### src/rtl/stopwatch_pkg.sv
`default_nettype none
// ============================================================================
// Module   : stopwatch_pkg
// Brief    : Shared seven-segment patterns and display slot definitions.
// Revision : 1.0 - initial release
// ============================================================================
package stopwatch_pkg;

    // Cathode patterns {g,f,e,d,c,b,a}, active-low
    localparam logic [6:0] SEG_0   = 7'b1000000;
    localparam logic [6:0] SEG_1   = 7'b1111001;
    localparam logic [6:0] SEG_2   = 7'b0100100;
    localparam logic [6:0] SEG_3   = 7'b0110000;
    localparam logic [6:0] SEG_4   = 7'b0011001;
    localparam logic [6:0] SEG_5   = 7'b0010010;
    localparam logic [6:0] SEG_6   = 7'b0000010;
    localparam logic [6:0] SEG_7   = 7'b1111000;
    localparam logic [6:0] SEG_8   = 7'b0000000;
    localparam logic [6:0] SEG_9   = 7'b0010000;
    localparam logic [6:0] SEG_OFF = 7'b1111111;

    typedef logic [1:0] slot_t;

    localparam slot_t SLOT_TENTHS = 2'd0;
    localparam slot_t SLOT_SU     = 2'd1;
    localparam slot_t SLOT_ST     = 2'd2;
    localparam slot_t SLOT_MIN    = 2'd3;

endpackage
`default_nettype wire

### src/rtl/bcd_to_7seg.sv
`default_nettype none
// ============================================================================
// Module   : bcd_to_7seg
// Brief    : Combinational BCD to active-low seven-segment decoder; 10-15 blank.
// Revision : 1.0 - initial release
// ============================================================================
module bcd_to_7seg
    import stopwatch_pkg::*;
(
    input  logic [3:0] bcd,
    output logic [6:0] seg
);

    always_comb begin
        seg = SEG_OFF;
        case (bcd)
            4'd0:    seg = SEG_0;
            4'd1:    seg = SEG_1;
            4'd2:    seg = SEG_2;
            4'd3:    seg = SEG_3;
            4'd4:    seg = SEG_4;
            4'd5:    seg = SEG_5;
            4'd6:    seg = SEG_6;
            4'd7:    seg = SEG_7;
            4'd8:    seg = SEG_8;
            4'd9:    seg = SEG_9;
            default: seg = SEG_OFF;
        endcase
    end

endmodule
`default_nettype wire

### src/rtl/sevenseg_scan.sv
`default_nettype none
// ============================================================================
// Module   : sevenseg_scan
// Brief    : 4-digit multiplexed display scanner (M.SS.T) with frame snapshot,
//            anode guard time and optional blink (macro DISP_BLINK_EN).
// Revision : 1.0 - initial release
// ============================================================================
module sevenseg_scan
    import stopwatch_pkg::*;
#(
    parameter int REFRESH_DIV  = 100000,
    parameter int GUARD_CYCLES = 1000,
    parameter int BLINK_FRAMES = 128
) (
    input  logic       clk,
    input  logic       rst,
    input  logic [3:0] digit_min,
    input  logic [3:0] digit_st,
    input  logic [3:0] digit_su,
    input  logic [3:0] digit_tenths,
    input  logic       blink,
    output logic [3:0] an,
    output logic [6:0] seg,
    output logic       dp
);

    localparam int CNT_W = $clog2(REFRESH_DIV);
    localparam logic [CNT_W-1:0] c_cnt_last = CNT_W'(REFRESH_DIV - 1);
    localparam logic [CNT_W-1:0] c_guard    = CNT_W'(GUARD_CYCLES);

    logic [CNT_W-1:0] r_cnt;
    slot_t            r_slot;
    logic [3:0][3:0]  r_snap;
    logic [3:0][3:0]  w_frame;
    logic [3:0]       w_digit;
    logic [6:0]       w_seg;
    logic [3:0]       w_an;
    logic             w_wrap;
    logic             w_load;
    logic             w_blank;

    assign w_wrap = (r_cnt == c_cnt_last);
    assign w_load = (r_slot == SLOT_TENTHS) && (r_cnt == '0);

    // The snapshot loading this cycle is decoded directly, so slot 0 never
    // shows a stale digit for its first cycle.
    assign w_frame = w_load ? {digit_min, digit_st, digit_su, digit_tenths} : r_snap;
    assign w_digit = w_frame[r_slot];

    bcd_to_7seg u_dec (
        .bcd (w_digit),
        .seg (w_seg)
    );

`ifdef DISP_BLINK_EN
    localparam int FC_W = (BLINK_FRAMES > 1) ? $clog2(BLINK_FRAMES) : 1;
    localparam logic [FC_W-1:0] c_fc_last = FC_W'(BLINK_FRAMES - 1);

    logic [FC_W-1:0] r_fcnt;
    logic            r_phase_off;
    logic            w_frame_end;

    assign w_frame_end = w_wrap && (r_slot == SLOT_MIN);

    always_ff @(posedge clk or posedge rst) begin
        if (rst) begin
            r_fcnt      <= '0;
            r_phase_off <= 1'b0;
        end else if (!blink) begin
            r_fcnt      <= '0;
            r_phase_off <= 1'b0;
        end else if (w_frame_end) begin
            if (r_fcnt == c_fc_last) begin
                r_fcnt      <= '0;
                r_phase_off <= ~r_phase_off;
            end else begin
                r_fcnt <= r_fcnt + 1'b1;
            end
        end
    end

    assign w_blank = blink && r_phase_off;
`else
    logic w_unused_blink;
    assign w_unused_blink = blink;
    assign w_blank        = 1'b0;
`endif

    always_comb begin
        w_an = 4'b1111;
        if (!(r_cnt < c_guard) && !w_blank) begin
            w_an = ~(4'b0001 << r_slot);
        end
    end

    always_ff @(posedge clk or posedge rst) begin
        if (rst) begin
            r_cnt  <= '0;
            r_slot <= SLOT_TENTHS;
            r_snap <= '0;
            an     <= 4'b1111;
            seg    <= SEG_OFF;
            dp     <= 1'b1;
        end else begin
            r_cnt  <= w_wrap ? '0 : r_cnt + 1'b1;
            r_slot <= w_wrap ? r_slot + 2'd1 : r_slot;
            r_snap <= w_frame;
            an     <= w_an;
            seg    <= w_seg;
            dp     <= ~r_slot[0];
        end
    end

endmodule
`default_nettype wire

### config.mk
export PLATFORM = sky130hd
export DESIGN_NAME = sevenseg_scan
export DESIGN_NICKNAME = d
export VERILOG_FILES = /design/src/rtl/stopwatch_pkg.sv /design/src/rtl/bcd_to_7seg.sv /design/src/rtl/sevenseg_scan.sv
export SDC_FILE = /design/constraint.sdc
export NUM_CORES = 1
export LEC_CHECK = 0
export ABC_AREA = 1
export CAP_MARGIN = 0
export CORE_MARGIN = 5
export CORE_UTILIZATION = 25
export CTS_BUF_LIST = sky130_fd_sc_hd__clkbuf_4
export CTS_CLUSTER_DIAMETER = 50
export DETAILED_ROUTE_END_ITERATION = 12
export PLACE_DENSITY = 0.55
export SLEW_MARGIN = 20
export SYNTH_ARGS = -nofsm -noshare
export SYNTH_HDL_FRONTEND = slang
export SYNTH_SLANG_ARGS = --single-unit
### constraint.sdc
create_clock -name clk -period 2.5 [get_ports clk]
set_input_delay 0.625 -clock clk [delete_from_list [all_inputs] [get_ports clk]]
set_output_delay 0.625 -clock clk [all_outputs]
set_load 0.03 [all_outputs]
==> impl_metrics.ini <==
[layout]
areaGrowthSynthToFinish_pct = 23.34
utilization = 0.3134
final_net_count = 391
drive_gt1_frac = 0.1851
num-fill-cells = 1098
stdcell_count = 499

[logic_synthesis]
syn-num-nets = 348
ys.warnings.count = 0
seq_area_frac_synth = 0.4581
syn_avg_cell_area_um2 = 8.176
ys_types = 31
ys_ff_latch = 47
synth_edf_count = 0
synth_cells = 318
synth_async_sr_flop_share = 1.000
synthFlopType = dfrtp_1
synthesis.area_mm2 = 0.002600

[critical_path]
worst_ep_arrival_time_ns = 2.58
cp-end-kind = flip-flop
crit_path_start = r_cnt[0]
worstPathRequired_ns = 2.81
critPathKind = reg2reg
crit_fanout = 8
startpoint_type = flip-flop
r2r-start = r_cnt[0]

[clocking]
clock_latency_ns = 0.36
cts-buffers-inserted = 5
cts.sinks = 47
max-clock-path-buffers = 2
cts_tree = built
cts-htree-levels = 2
clk_pin_slew_ns = 0.14
ctsHoldBuffers = 0
cts_root_buf = clkbuf_4

[die]
start_util = 0.2541
floorplan.die.height_um = 112.0
fp.dieW_um = 112.0
io_pins = 31
die-area_mm2 = 0.01254
rows = 37
fp.coreArea_mm2 = 0.01023

[sta]
clock_skew_ns = 0.01330
slew_viol_final = 0
hold_violations = 0
max_freq_ghz = 0.4398
fin_tns_setup_ns = 0
finalCritPeriodShare = 0.9095
post-route-min-period_ns = 2.274
setup_viol = 0
max-slew-margin-rel = 0.7543
worstMarginPinSlew_ns = 0.3658

[pwr]
power_mw = 1.321
power_density_mw_per_mm2 = 411.9
p_leak_nw = 1.578
ir_drop_mv = 0.1562

[placement]
gp_congestion = 0.7608
io_buffers = 29
place_inst = 486
place_hpwl_mm = 4.219

[status]
status = completed

[min_path]
hp-class = reg2reg
min_from = r_snap[15]

[global_routing]
grt_start_max_net_pins = 48
grt_pass1_wl_mm = 9.646
grt_util_all_layers = 0.09377
grt_pass1_vias = 2062
grt-ovfl-total = 0
antenna_found_initial = 1

[detailed_routing]
drt-wirelength-per-cell_um = 11.30
drc = 0
totalWireLength_mm = 5.640
ant_nets = 0
viasPerCell = 4.242
dr_total_vias = 2117
dr.first_iter.drc_count = 60
dr.pass1.iters = 4

[job]
cap_violations = 0
repair_timing:
action,in CTS,in global routing
buffers inserted,0,4
hold endpoints to repair,0,0
gates resized for setup,0,5
setup endpoints to repair,0,6
Yosys cell counts (3+ instances only):
| library cell | count | area [um2] |
|---|---|---|
| nor2_2 | 4 | 25.02 |
| inv_1 | 50 | 187.7 |
| nand2_1 | 81 | 304.0 |
| o21ai_0 | 3 | 15.01 |
| nand2_4 | 3 | 33.78 |
| buf_4 | 3 | 22.52 |
| ha_1 | 11 | 137.6 |
| nor2_1 | 20 | 75.07 |
| a21oi_1 | 3 | 15.01 |
| dfrtp_1 | 35 | 875.8 |
| nand4_1 | 6 | 37.54 |
| nand2_2 | 9 | 56.30 |
| dfstp_2 | 12 | 315.3 |
| nand3_2 | 7 | 70.07 |
| nor3_1 | 4 | 20.02 |
| nand3_1 | 45 | 225.2 |
critical path, cell delays in order (launching register included):
cell      delay [ns]
dfrtp_1         0.43
inv_1           0.07
ha_1            0.16
inv_1           0.04
nor2_1          0.07
nand3_1         0.11
nor2_4          0.25
nand3_1         0.13
nand3_1         0.12
nand3_2         0.10
nand2_4         0.12
inv_1           0.08
ha_1            0.19
nand3b_1        0.18
nand3_1         0.10
nand2_1         0.05
registers in the layout, summed over array words and instances, names as in the netlist:
name,cells
r_snap,16
an,4
r_slot,2
seg,7
r_cnt,17
dp,1
cell type report:
cell class / count / area, um2 / area share
Clock buffer: 6 / 45.04 / 0.01405
Multi-Input combinational cell: 213 / 1190 / 0.3710
Inverter: 52 / 195.2 / 0.06087
Timing Repair Buffer: 42 / 400.4 / 0.1249
Tap cell: 136 / 170.2 / 0.05306
Clock inverter: 2 / 12.51 / 0.003902
Antenna cell: 1 / 2.502 / 0.0007803
Sequential cell: 47 / 1191 / 0.3714
layer usage:
metal	track usage	routed length [um]	share of wire	vias to the layer above
met3	0.02228	199	0.035	6
met2	0.1503	2581	0.46	27
li1	-	-	-	1083
met5	0	0	0	-
met1	0.1246	2769	0.49	1001
met4	0.03125	91	0.016	0
worst paths after layout:
| path | endpoint | cells past startpoint | slack (ns) |
|---|---|---|---|
| setup / recovery | seg[0] | 15 | 0.23 |
| hold / removal | r_snap[15] | 2 | 0.48 |
| setup reg to reg | seg[0] | 15 | 0.23 |
| hold reg to reg | r_snap[15] | 2 | 0.48 |
| max in group asynchronous | an[3] | 3 | 1.62 |
| min in group asynchronous | r_snap[7] | 3 | 0.60 |
power by group:
part	leakage (nW)	switching [mW]	internal, mW
Combinational	0.981	0.0839	0.0656
Sequential	0.564	0.00792	0.791
Clock	0.0333	0.252	0.120
Total	1.58	0.344	0.977
cell families after synthesis:
kind of cell / count (synthesis) / synth area share
buffers and inverters: 58 / 0.09192
muxes: 1 / 0.004331
xor gates and xnor gates: 3 / 0.01011
adders and majority gates: 11 / 0.05293
and+or+nand+nor: 185 / 0.3479
AOI/OAI and AO/OA: 13 / 0.03465
DFF: 47 / 0.4581
stage by stage:
stage | hold WS [ns] | instance area, um2 | setup slack (ns)
floorplan | 0.4367 | 2600 | 0.1993
global placement | 0.4530 | 3097 | 0.1971
detailed placement | 0.4553 | 3097 | 0.1569
CTS | 0.4903 | 3154 | 0.1282
global route | 0.5099 | 3207 | -0.002045
finish | 0.4840 | 3207 | 0.2262
cells in the final DEF, fill, tap and decap left out:
cell type,count
nand2_1,81
inv_1,49
nand3_1,44
dfrtp_1,35
clkdlybuf4s50_1,29
nor2_1,18
dfstp_2,12
buf_4,12
ha_1,11
nand3_2,8
nand2_2,8
nand4_1,6
clkbuf_4,6
nor2_2,5
nor3_1,4
nand2_4,4
a21oi_1,3
o21ai_0,3
inv_2,3
nor2_4,3
a31oi_1,2
nor3b_1,2
o21bai_1,2
xor2_1,2
diode_2,1
nor4_2,1
a31o_2,1
xnor2_1,1
a211oi_1,1
o21ai_4,1
nand3b_1,1
mux2_2,1
clkinv_4,1
clkinv_1,1
buf_12,1
Note: power is estimated with default switching activity, not from simulation.
